==> src/rtl/adpll_pkg.sv <==
// Shared ADPLL definitions: phase-error width and lock-detector state codes.
package adpll_pkg;

    localparam int ERR_W = 5;

    typedef enum logic [1:0] {
        LD_UNLOCKED  = 2'd0,
        LD_ACQUIRING = 2'd1,
        LD_LOCKED    = 2'd2,
        LD_LOSING    = 2'd3
    } ld_state_t;

endpackage

==> src/rtl/adpll_sat_counter.sv <==
// Saturating up-counter with synchronous active-low reset and clear.
// Asserting clr together with inc restarts the count at 1.
module adpll_sat_counter #(
    parameter int W = 8
) (
    input  logic         clk,
    input  logic         reset,
    input  logic         inc,
    input  logic         clr,
    output logic [W-1:0] count,
    output logic         sat
);

    assign sat = &count;

    always_ff @(posedge clk) begin
        if (!reset) begin
            count <= '0;
        end else if (clr) begin
            count <= inc ? W'(1) : '0;
        end else if (inc && !sat) begin
            count <= count + W'(1);
        end
    end

endmodule

==> src/rtl/adpll_lock_detect_5bit.sv <==
// ADPLL lock detector: qualifies lock on the 5-bit phase error with hysteresis.
// Optional lock-loss statistics counter enabled by ADPLL_LOCK_STATS_EN.
module adpll_lock_detect_5bit
    import adpll_pkg::*;
#(
    parameter int CNT_W  = 8,
    parameter int STAT_W = 8
) (
    input  logic              clk,
    input  logic              reset,
    input  logic              sample_en,
    input  logic [ERR_W-1:0]  error,
    input  logic              error_sign,
    input  logic [ERR_W-1:0]  lock_thresh,
    input  logic [CNT_W-1:0]  lock_cnt,
    input  logic [CNT_W-1:0]  unlock_cnt,
    output logic              locked,
    output logic [1:0]        lock_state,
    output logic              lock_lost,
    output logic [STAT_W-1:0] lost_events
);

    // sample_en is a one-cycle strobe with no backpressure: every cycle it is
    // high, the error is consumed and the registered outputs update next clk.
    ld_state_t          state, state_nx;
    logic [CNT_W-1:0]   run_cnt;
    logic [CNT_W-1:0]   eff_lock, eff_unlock;
    logic [CNT_W:0]     run_inc;
    logic               in_band;
    logic               cnt_inc, cnt_clr, lost_nx;
    logic               run_sat_unused;
    logic               sign_unused;

    // Sign only matters to the loop filter; lock is judged on magnitude.
    assign sign_unused = error_sign;

    assign in_band    = (error <= lock_thresh);
    assign eff_lock   = (lock_cnt   == '0) ? CNT_W'(1) : lock_cnt;
    assign eff_unlock = (unlock_cnt == '0) ? CNT_W'(1) : unlock_cnt;
    assign run_inc    = {1'b0, run_cnt} + (CNT_W+1)'(1);
    assign lock_state = state;

    always_comb begin
        state_nx = state;
        cnt_inc  = 1'b0;
        cnt_clr  = 1'b0;
        lost_nx  = 1'b0;
        if (sample_en) begin
            case (state)
                LD_UNLOCKED: begin
                    cnt_clr = 1'b1;
                    if (in_band) begin
                        if (eff_lock == CNT_W'(1)) begin
                            state_nx = LD_LOCKED;
                        end else begin
                            cnt_inc  = 1'b1;
                            state_nx = LD_ACQUIRING;
                        end
                    end
                end
                LD_ACQUIRING: begin
                    if (!in_band) begin
                        cnt_clr  = 1'b1;
                        state_nx = LD_UNLOCKED;
                    end else if (run_inc >= {1'b0, eff_lock}) begin
                        cnt_clr  = 1'b1;
                        state_nx = LD_LOCKED;
                    end else begin
                        cnt_inc = 1'b1;
                    end
                end
                LD_LOCKED: begin
                    cnt_clr = 1'b1;
                    if (!in_band) begin
                        if (eff_unlock == CNT_W'(1)) begin
                            lost_nx  = 1'b1;
                            state_nx = LD_UNLOCKED;
                        end else begin
                            cnt_inc  = 1'b1;
                            state_nx = LD_LOSING;
                        end
                    end
                end
                LD_LOSING: begin
                    if (in_band) begin
                        cnt_clr  = 1'b1;
                        state_nx = LD_LOCKED;
                    end else if (run_inc >= {1'b0, eff_unlock}) begin
                        cnt_clr  = 1'b1;
                        lost_nx  = 1'b1;
                        state_nx = LD_UNLOCKED;
                    end else begin
                        cnt_inc = 1'b1;
                    end
                end
                default: begin
                    cnt_clr  = 1'b1;
                    state_nx = LD_UNLOCKED;
                end
            endcase
        end
    end

    always_ff @(posedge clk) begin
        if (!reset) begin
            state     <= LD_UNLOCKED;
            locked    <= 1'b0;
            lock_lost <= 1'b0;
        end else begin
            state     <= state_nx;
            locked    <= (state_nx == LD_LOCKED) || (state_nx == LD_LOSING);
            lock_lost <= lost_nx;
        end
    end

    adpll_sat_counter #(.W(CNT_W)) u_run_cnt (
        .clk   (clk),
        .reset (reset),
        .inc   (cnt_inc),
        .clr   (cnt_clr),
        .count (run_cnt),
        .sat   (run_sat_unused)
    );

`ifdef ADPLL_LOCK_STATS_EN
    logic stats_sat_unused;

    // Counts on the same edge that raises lock_lost, so both move together.
    adpll_sat_counter #(.W(STAT_W)) u_lost_events (
        .clk   (clk),
        .reset (reset),
        .inc   (lost_nx),
        .clr   (1'b0),
        .count (lost_events),
        .sat   (stats_sat_unused)
    );
`else
    assign lost_events = '0;
`endif

endmodule
==> config.mk <==
export PLATFORM = sky130hd
export DESIGN_NAME = adpll_lock_detect_5bit
export DESIGN_NICKNAME = d
export VERILOG_FILES = /design/src/rtl/adpll_pkg.sv /design/src/rtl/adpll_sat_counter.sv /design/src/rtl/adpll_lock_detect_5bit.sv
export SDC_FILE = /design/constraint.sdc
export NUM_CORES = 1
export LEC_CHECK = 0
export ABC_AREA = 1
export CORE_MARGIN = 10
export CORE_UTILIZATION = 48
export DETAILED_ROUTE_END_ITERATION = 8
export GPL_TIMING_DRIVEN = 0
export PLACE_DENSITY = 0.88
export REMOVE_ABC_BUFFERS = 1
export SYNTH_ARGS = -nofsm -noshare
export SYNTH_HDL_FRONTEND = slang
export SYNTH_SLANG_ARGS = --single-unit
==> constraint.sdc <==
create_clock -name clk -period 2.9 [get_ports clk]
set_input_delay 0.435 -clock clk [delete_from_list [all_inputs] [get_ports clk]]
set_output_delay 0.435 -clock clk [all_outputs]
set_load 0.01 [all_outputs]
==> flow_summary.ini, run 1 <==
[cells_and_area]
areaGrowthSynthToFinish_pct = 25.8
finalCoreUtilization_pct = 64.2
n_antenna_cell = 0
ratio_of_cells_with_drive_above_1_in_the_final_layout_pct = 11.0
final_common_cell = sky130_fd_sc_hd__nand2_1
register_area_um2 = 240
commonest_cells_after_routing_fill_and_taps_aside = 51 x sky130_fd_sc_hd__nand2_1, 40 x sky130_fd_sc_hd__inv_1, 32 x sky130_fd_sc_hd__clkdlybuf4s50_1
final.fill_count = 257
multi_input_comb_area_um2 = 997
finalNetCount = 298
layout.cells.non_filler = 276

[yosys]
synth_cell_types = 28
synth-edff-count = 0
yosys_register_bits = 12
synth.area.top_cells = sky130_fd_sc_hd__ha_1 19%, sky130_fd_sc_hd__dfxtp_1 17%, sky130_fd_sc_hd__nand2_1 13%, sky130_fd_sc_hd__inv_1 11%, sky130_fd_sc_hd__a21oi_1 6.7%
synthAdderAreaFrac_pct = 19.4
post_synth.cell_area_avg_um2 = 6.70
sequential_to_total_area_share_from_yosys_stat_pct = 16.9
syn_area_um2 = 1420
mux_share_of_post_synthesis_cell_area_pct = 0
synth_largest_type_area_fraction_pct = 19.4
post_syn_instances = 212
commonest_register_cell_after_synthesis = sky130_fd_sc_hd__dfxtp_1
dominant_combinational_cell_family_by_area_after_synthesis = simple AND/OR/NAND/NOR gates
post_synthesis_share_of_cell_area_spent_on_and_or_nand_and_nor_gates_pct = 34.3
asyncSetResetFlopFracSynth_pct = 0
synth.yosys.warnings = 0
yosys.area_share.xor_xnor_pct = 3.70
synth-compound-area-share_pct = 9.78
post-synth-top-area-cell = sky130_fd_sc_hd__ha_1

[sta]
worst_clock_skew_on_the_final_layout_ns = 0.00472
final-hold-violation-count = 0
min_period_over_period_pct = 91.8
report.final.setup_viol = 0
timing_worst_slew_pin_value_ns = 0.538
final.hold.worst_slack_ns = 0.474
timing_max_transition_violations_final = 0
post-route-min-period_ns = 2.66
clock.fmax_mhz = 376
timing.slew.headroom_pct = 64.0

[grt]
overflow = 0
grt_start_max_net_pins = 14
first_global_vias = 1277
first_pass_grt_wire_length_um = 5490
track_usage_pct = 12.1
initial_antenna_violation_count = 0

[critical_path]
arrival_ns = 2.87
critical_path.startpoint_type = flop
worst-path-max-fanout = 8
worst_path_max_delay_cell = sky130_fd_sc_hd__dfxtp_1
critical_path.reg2reg.startpoint = u_run_cnt.count[0]$_SDFFE_PN0P_
maximum_cell_stage_delay_along_the_critical_path_ns = 0.49
crit_path_end_kind = flop
setup.worst_path.start = u_run_cnt.count[0]$_SDFFE_PN0P_
worst-setup-path-type = flop to flop
worstPathCellList = ha_1 > nand2_1 > nor2_2 > nand3_1 > xor2_2 > ha_1 > nand2_1 > inv_1 > nand3_1 > o31a_1 > nand3_2 > nand3_4 > nand2_2 > nand2_2 > a21oi_2
critical_path_required_ns = 3.11
worst-r2r-setup-slack_ns = 0.24

[drt]
detail_route.iter0.violations = 65
drt-wirelength-per-cell_um = 11.9
detailedRoute.firstPassIterationCount = 4
post_drt_via_cell_ratio = 4.91
drt_drc_violations_left = 0
ant_nets = 0
routed_wl_um = 3280
detailroute.via_count = 1355

[floorplan]
core.rowCount = 19
die_height_um = 74.4
floorplan.die_area_um2 = 5530
io_pins = 42
design.core.area_um2 = 2780
initial_core_util_pct = 51.1
horizontal_die_dimension_um = 74.4

[clock_network]
worst_skew_pair.late_latency_ns = 0.28
tritoncts = yes
cts_root_buf = sky130_fd_sc_hd__clkbuf_4
clk_pin_slew_worst_paths_ns = 0.08
cts.sink_count = 12
cts.path.max_buffers = 2
cts_buffers = 3
htree_num_levels = 1

[place]
port-buffer-count = 32
detailed_place_hpwl_um = 2770
gp_congestion = 0.836
dp.cells = 272

[worst_hold_path]
min_delay_src = u_run_cnt.count[3]$_SDFFE_PN0P_
min_path_type = flop to flop

[pwr]
cellLeakagePower_nw = 0.904
vdd_drop_max_mv = 0.351
power_density_relative_to_cell_area_nw_per_um2 = 274

[run_status]
status = complete, no violations

[flow_run]
drv_cap = 0
-- kinds of logic (layout without fill, tap and decap cells) --
group,Yosys count,after routing
flops,12,12
xor+xnor,6,6
fa+ha+maj,22,22
compound gates,25,25
simple gates,95,95
other cells,1,8
buf+inv,51,77
-- path summary, 6_finish.rpt --
| path | end | depth (start not counted) |
|---|---|---|
| worst min register to register | u_run_cnt.count[3]$_SDFFE_PN0P_ | 2 |
| worst min-delay path | u_run_cnt.count[3]$_SDFFE_PN0P_ | 2 |
| worst max register to register | u_run_cnt.count[0]$_SDFFE_PN0P_ | 15 |
| worst max-delay path | u_run_cnt.count[0]$_SDFFE_PN0P_ | 15 |
-- cells in the mapped netlist, types with 2 or more instances --
cell type and count:
sky130_fd_sc_hd__nand2_1 51, sky130_fd_sc_hd__inv_1 40, sky130_fd_sc_hd__ha_1 22, sky130_fd_sc_hd__a21oi_1 19, sky130_fd_sc_hd__nand3_1 14, sky130_fd_sc_hd__dfxtp_1 12
sky130_fd_sc_hd__buf_4 8, sky130_fd_sc_hd__nand2_2 6, sky130_fd_sc_hd__xor2_1 6, sky130_fd_sc_hd__nor2_1 5, sky130_fd_sc_hd__nand3_2 4, sky130_fd_sc_hd__nand4_1 3
sky130_fd_sc_hd__nor2_4 3, sky130_fd_sc_hd__nor2_2 2, sky130_fd_sc_hd__nor4_1 2, sky130_fd_sc_hd__o21ai_0 2, sky130_fd_sc_hd__or2_2 2
-- report_power, final --
part	internal [W]	switching, W	leakage, nW
Clock	0.0000764	0.0000578	0.0210
Combinational	0.0000831	0.0000918	0.786
Sequential	0.000171	0.00000925	0.0976
-- critical path, delay by kind of cell, from the launching register on --
family | cells | cell delay [ns]
buffers and inverters | 1 | 0.07
adder cells (fa/ha/maj) | 2 | 0.54
AND/OR/NAND/NOR | 9 | 0.91
XOR/XNOR | 1 | 0.21
flip-flops | 1 | 0.49
AO/OA/AOI/OAI | 2 | 0.36
-- metal layers --
metal  vias up  wire length [um]  track usage, %
li1        723                 -               -
met1       590              1470            14.1
met2        34              1510            19.6
met3         8               227            5.19
met4         0                69            3.46
met5         -                 0               0
-- layout make-up --
| type | instances | share of cell area (%) |
|---|---|---|
| clock buffer | 4 | 2.03 |
| inverter | 41 | 8.61 |
| multi-input combinational | 156 | 55.8 |
| sequential | 12 | 13.4 |
| tap | 31 | 2.17 |
| timing repair buffer | 32 | 17.9 |
-- sequential cells by signal (all words and copies together), names as in the netlist --
name and cells:
lock_state 2, lock_lost 1, locked 1, u_run_cnt.count 8
-- through the flow --
step                      TNS, ns  setup WS, ns  cell area [um^2]  power, W
after floorplan                 0         0.632              1380  0.000287
after global placement          0        0.0392              1740  0.000352
after detailed placement  -0.0650       -0.0247              1740  0.000358
after CTS                       0         0.244              1770  0.000492
after global routing      -0.0229       -0.0229              1790  0.000527
final                           0         0.239              1790  0.000489
-- what timing repair did --
item                       CTS  global route
resized for setup            0             2
hold buffers                 0             0
setup endpoints to repair    0            10
buffers inserted             0             0
Note: power is estimated with default switching activity, not from simulation.
==> run 2, diff against run 1 <==
--- a/config.mk
+++ b/config.mk
@@ -7,3 +7,2 @@
 export LEC_CHECK = 0
-export ABC_AREA = 1
 export CORE_MARGIN = 10
==> constraint.sdc (replaced) <==
create_clock -name clk -period 2.9 [get_ports clk]
set_input_delay 0.29 -clock clk [delete_from_list [all_inputs] [get_ports clk]]
set_output_delay 0.29 -clock clk [all_outputs]
set_load 0.01 [all_outputs]
==> run 2 against run 1 <==
Compared with the run above: die area up 1.2%; critical path type unchanged; maximum frequency shrank 7.2%; clock skew up 0.0070 ns; non-clock buffer count grew 20; final area rose by 18%; clock-buffer cell count did not move; via count is 5.8% higher; register-to-register slack lost 0.21 ns; first-iteration DRC count up 91%.
==> flow_summary.ini, run 2 <==
[cells_and_area]
finalNetCount = 283
largest_register_ff_count = 8
ratio_of_cells_with_drive_above_1_in_the_final_layout_pct = 24.8
n_antenna_cell = 0
commonest_cells_after_routing_fill_and_taps_aside = 28 x sky130_fd_sc_hd__clkdlybuf4s50_1, 24 x sky130_fd_sc_hd__inv_1, 19 x sky130_fd_sc_hd__ha_1
finalCoreUtilization_pct = 75.2
regMostFlops = u_run_cnt.count
multi_input_comb_area_um2 = 1190
register_area_um2 = 264
final.fill_count = 189
final_common_cell = sky130_fd_sc_hd__clkdlybuf4s50_1
areaGrowthSynthToFinish_pct = 46.1

[yosys]
asyncSetResetFlopFracSynth_pct = 0
most_used_standard_cells_in_the_synthesized_netlist = 24 x sky130_fd_sc_hd__inv_1, 22 x sky130_fd_sc_hd__ha_1, 17 x sky130_fd_sc_hd__nand2_1, 12 x sky130_fd_sc_hd__dfxtp_1
sequential_to_total_area_share_from_yosys_stat_pct = 16.6
synth_cell_types = 44
syn_area_um2 = 1440
synth.area.top_cells = sky130_fd_sc_hd__ha_1 19%, sky130_fd_sc_hd__dfxtp_1 17%, sky130_fd_sc_hd__inv_1 6.2%, sky130_fd_sc_hd__nand2_1 4.4%, sky130_fd_sc_hd__buf_4 4.2%
post_syn_instances = 178
synth-edff-count = 0
post_synth.cell_area_avg_um2 = 8.11
post-synth-top-area-cell = sky130_fd_sc_hd__ha_1
commonest_register_cell_after_synthesis = sky130_fd_sc_hd__dfxtp_1
synth_largest_type_area_fraction_pct = 19.1
yosys_register_bits = 12
cell_with_the_most_instances_after_synthesis = sky130_fd_sc_hd__inv_1
synth.yosys.warnings = 0

[sta]
min_period_over_period_pct = 98.9
clock.fmax_mhz = 349
post-route-min-period_ns = 2.87
setup_repair_after_global_routing_missed_its_margin = true
worst_clock_skew_on_the_final_layout_ns = 0.0117
timing_max_transition_violations_final = 0
report.final.setup_viol = 0
final-hold-violation-count = 0
postLayoutSetupSlackWorst_ns = 0.0315

[grt]
track_usage_pct = 13.5
grtUsageMet1_pct = 14.5
overflow = 0
globalRouteMet2Util_pct = 25.3
gr-usage-met3_pct = 5.39
grt_start_max_net_pins = 13
first_global_vias = 1402
global_route.peak_usage_layer = met2
initial_antenna_violation_count = 0
first_pass_grt_wire_length_um = 6120

[clock_network]
cts.sink_count = 12
tritoncts = yes
cts.path.max_buffers = 2
htree_num_levels = 1
cts_root_buf = sky130_fd_sc_hd__clkbuf_4
clk_pin_slew_worst_paths_ns = 0.09
cts_buffers = 3
worst_skew_pair.late_latency_ns = 0.28

[floorplan]
die_height_um = 74.8
io_pins = 42
initial_core_util_pct = 51.5
core.rowCount = 19
floorplan.die_area_um2 = 5600
design.core.area_um2 = 2810
horizontal_die_dimension_um = 74.8

[critical_path]
worstPathCellList = and3_4 > and3_4 > xor2_4 > ha_4 > and3_4 > a221o_1 > nor2_4 > a31oi_4 > o32ai_4 > nand4_1 > and3_1
arrival_ns = 3.05
crit_path_end_kind = flop
critical_path_required_ns = 3.08
maximum_cell_stage_delay_along_the_critical_path_ns = 0.39
crit_path_frequent_cell = sky130_fd_sc_hd__and3_4
worst-setup-path-type = flop to flop
worst_path_max_delay_cell = sky130_fd_sc_hd__dfxtp_4
worst-r2r-setup-slack_ns = 0.03
worst-path-max-fanout = 7
critical_path.startpoint_type = flop

[place]
detailed_place_hpwl_um = 2790
pre_cts_ws_ns = -0.451
gp_congestion = 0.776
port-buffer-count = 32

[drt]
detailedRoute.firstPassIterationCount = 4
detailroute.via_count = 1433
drt_drc_violations_left = 0
drt-wirelength-per-cell_um = 15.0
detail_route.iter0.violations = 124
routed_wl_um = 3920
post_drt_via_cell_ratio = 5.49
ant_nets = 0

[worst_hold_path]
min_path_type = flop to flop

[pwr]
vdd_drop_max_mv = 0.317
power_density_relative_to_cell_area_nw_per_um2 = 237
cellLeakagePower_nw = 1.07

[run_status]
status = complete, no violations

[flow_run]
drv_cap = 0
==> run 2: cell types whose count changed after synthesis, sizes merged, moves of 6 or more <==
| cell | delta |
|---|---|
| a21o | +6 |
| a21oi | -11 |
| and3 | +12 |
| inv | -16 |
| nand2 | -41 |
| nand3 | -13 |
==> run 2: metrics by stage <==
step | instances | hold slack (ns) | area [um^2] | TNS, ns | total power, W
after floorplan | 174 | 0.433 | 1380 | -0.0267 | 0.000272
after global placement | 237 | 0.469 | 1740 | -3.01 | 0.000337
after detailed placement | 237 | 0.481 | 1740 | -3.75 | 0.000341
after CTS | 250 | 0.512 | 1920 | -0.0268 | 0.000490
after global routing | 261 | 0.520 | 2110 | -0.401 | 0.000532
final | 261 | 0.509 | 2110 | 0 | 0.000500
==> run 2: layout make-up <==
type | instances | share of cell area, %
clock buffers | 4 | 1.72
inverters | 24 | 4.27
multi-input cells | 138 | 56.5
flip-flops and latches | 12 | 12.5
well taps | 31 | 1.84
repair buffers | 52 | 23.1
==> run 2: report_power, final <==
group	switching, W	leakage (nW)	total, W	internal [W]
clock	0.0000623	0.0210	0.000139	0.0000764
combinational	0.0000875	0.942	0.000186	0.0000986
sequential	0.00000969	0.102	0.000175	0.000165
total	0.000159	1.07	0.000500	0.000340
==> run 2: cells by family after synthesis <==
logic type | Yosys count | synth area share, %
multiplexers | 2 | 1.39
adder cells (fa/ha/maj) | 22 | 19.1
flip-flops | 12 | 16.6
other | 1 | 0.260
XOR/XNOR | 6 | 3.64
AO/OA/AOI/OAI | 42 | 22.9
AND/OR/NAND/NOR | 58 | 23.7
buffers and inverters | 35 | 12.5
==> run 2: final timing paths <==
check                                                        to  depth (start not counted)                             from
worst min register to register  u_run_cnt.count[4]$_SDFFE_PN0P_                          2  u_run_cnt.count[4]$_SDFFE_PN0P_
worst max register to register  u_run_cnt.count[2]$_SDFFE_PN0P_                         11  u_run_cnt.count[6]$_SDFFE_PN0P_
worst max-delay path            u_run_cnt.count[2]$_SDFFE_PN0P_                         11  u_run_cnt.count[6]$_SDFFE_PN0P_
worst min-delay path            u_run_cnt.count[4]$_SDFFE_PN0P_                          2  u_run_cnt.count[4]$_SDFFE_PN0P_
==> run 2: worst max-delay path, delay by kind of cell, from the launching register on <==
kind	cells	cell delay, ns
AOI/OAI and AO/OA	3	0.90
adders and majority gates	1	0.23
and+or+nand+nor	6	1.05
xor gates and xnor gates	1	0.20
DFF	1	0.39
==> run 2: repair_timing <==
action / 4_1_cts / 5_1_grt
buffers inserted: 9 / 11
setup endpoints to repair: 11 / 10
pin swaps: 11 / 22
gates resized for setup: 19 / 21
hold buffers: 0 / 0
==> run 2: metal layers <==
layer | up-vias | part of all wire [%]
met3 | 4 | 8.0
met4 | 0 | 0.64
met5 | - | 0
li1 | 722 | -
met2 | 45 | 52
met1 | 662 | 40
==> edit, RTL diff (flow settings as in run 1) <==
The parameter `CNT_W` goes from 8 to 12.
--- a/src/rtl/adpll_lock_detect_5bit.sv
+++ b/src/rtl/adpll_lock_detect_5bit.sv
@@ -5,3 +5,3 @@
 #(
-    parameter int CNT_W  = 8,
+    parameter int CNT_W  = 12,
     parameter int STAT_W = 8
Ports: changed (resized lock_cnt and unlock_cnt); port bits go from 42 to 50. No check against the original RTL was run, so the function may have changed too.
==> edit against run 1 <==
Via count rose by 50%. Clock skew grew 4.0 ps. Count of clock-buffer cells in the layout did not move. Synthesized cell count rose by 46%. Critical endpoint is now lock_state[0]. Total power up 33%. Sequential cell count rose by 4. Wire length is 63% higher. Non-clock buffer count increased by 13. Worst setup slack lost 95 ps. Synthesized area is 45% higher. Core utilization up 0.64 points. Worst hold slack better by 31 ps. Design area rose by 48%.
==> edit: results (changes against run 1) <==
Status: completed (unchanged)
Congestion Overflow GR: 0 (unchanged)
Total routed wirelength: 5.328 mm (was 3.276 mm)
Pre-CTS setup slack: -247.7 ps (was -24.66 ps)
Max reg flops: 12 (was 8)
Nets@finish: 423 (was 298)
DPL Wire Length: 4.163 mm (was 2.768 mm)
Clk_skew: 8.743 ps (was 4.716 ps)
Post-Place Cells: 394 (was 272)
CP arrival: 2940 ps (was 2870 ps)
R2R Path Start: u_run_cnt.count[2] (was u_run_cnt.count[0])
Reg clk slew, reported paths: 60 ps (was 80 ps)
Routability congestion estimate from global placement: 0.8833 (was 0.8356)
DRT iter0 DRCs: 149 (was 65)
Total Routing Usage GR: 13.74% (was 12.07%)
Final std cells w/o fill: 404 (was 276)
PortBufs: 40 (was 32)
Vias in the first global route: 1982 (was 1277)
# diodes: 0 (unchanged)
Setup repair bufs after CTS: 2 (was 0)
Layout cell share with drive strength beyond 1: 15.82% (was 11.02%)
FFs w/ async S/R, synth: 0% (unchanged)
Largest net degree at the start of global routing: 20 (was 14)
Slowest-stage cell, CP: dfxtp_2 (was dfxtp_1)
Ys flop type: dfxtp_1 (unchanged)
Placed Area: 2455 sq um (was 1737 sq um)
Syn Area/Cell: 6.656 sq um (was 6.699 sq um)
Routed length on met1: 2.200 mm (was 1.471 mm)
Reg2reg end: lock_state[0] (was u_run_cnt.count[0])
Post_cts resized: 3 (was 0)
CTS H-tree depth: 1 (unchanged)
Number of distinct library cells after synthesis: 30 (was 28)
Leakage Power: 1.341 nW (was 0.9043 nW)
Met3 Routed Length: 335 um (was 227 um)
R2r setup slk: 140 ps (was 240 ps)
Vias/cell: 5.027 (was 4.909)
Largest Register: u_run_cnt.count (unchanged)
Min-Delay Endpoint: u_run_cnt.count[1] (was u_run_cnt.count[3])
Worst-path fanout max: 4 (was 8)
Num CTS Buffers: 3 (unchanged)
Min Hold Slack: 504.2 ps (was 473.5 ps)
WHS Path Cells: 2 (unchanged)
Root Buffer: clkbuf_8 (was clkbuf_4)
Hold_sp: u_run_cnt.count[1] (was u_run_cnt.count[3])
WL met2: 2.713 mm (was 1.508 mm)
Synth top area cells: ha_1, dfxtp_1, nand2_1, inv_1, nand3_2 (was ha_1, dfxtp_1, nand2_1, inv_1, a21oi_1)
Worst path max stage delay: 370 ps (was 490 ps)
First-pass GRT wire length: 8.618 mm (was 5.492 mm)
Worst skew pair latency: 260 ps (was 280 ps)
Worst Reg-to-Reg Cells: 17 (was 15)
Slew HR: 29.83% (was 63.99%)
Seq/Total Area, Yosys: 15.52% (was 16.92%)
VDD IR-drop max: 0.0001960 V (was 0.0003508 V)
Commonest cells post-synth: nand2_1, inv_1, ha_1 (unchanged)
-- edit: cells by family (layout without fill, tap and decap cells) --
| group | count (synthesis) | after routing | share of synthesized area (%) |
|---|---|---|---|
| compound gates | 27 | 27 | 8.853 |
| xor+xnor | 9 | 9 | 4.185 |
| simple gates | 152 | 153 | 37.05 |
| buf+inv | 75 | 111 | 16.01 |
| flops | 16 | 16 | 15.52 |
| fa+ha+maj | 30 | 30 | 18.19 |
| other cells | 1 | 8 | 0.1818 |
-- edit: worst max path at each step --
stage / start / to / slack [ps]
detailed placement: u_run_cnt.count[0] / u_run_cnt.count[0] / -250
CTS: u_run_cnt.count[0] / u_run_cnt.count[0] / 7
global placement: u_run_cnt.count[0] / u_run_cnt.count[9] / -200
floorplan: u_run_cnt.count[0] / u_run_cnt.count[0] / 250
finish: u_run_cnt.count[2] / lock_state[0] / 140
global route: u_run_cnt.count[0] / lock_state[0] / -50
-- edit: layer usage --
metal | track usage [%] | vias to the layer above
met3 | 2.176 | 9
met1 | 15.61 | 910
met4 | 5.090 | 0
met2 | 25.00 | 58
li1 | - | 1054
met5 | 0 | -
-- edit: final cells by class --
class                      instances  area (sq um)
multi-input combinational        227          1536
fill                             358          1435
timing repair buffer              45         437.9
sequential                        16         326.6
inverter                          62         232.7
tap                               50         62.56
clock buffer                       4         55.05
-- edit: worst max-delay path, delay by kind of cell, from the launching register on --
kind | cells | cell delay, ps
flip-flops | 1 | 370
AND/OR/NAND/NOR | 14 | 1650
XOR/XNOR | 1 | 210
adder cells (fa/ha/maj) | 1 | 280
AO/OA/AOI/OAI | 1 | 170
-- edit: where the power goes --
part	internal (mW)	switching [mW]
registers	0.227	0.00778
clock network	0.121	0.0819
logic	0.101	0.111
total	0.449	0.201
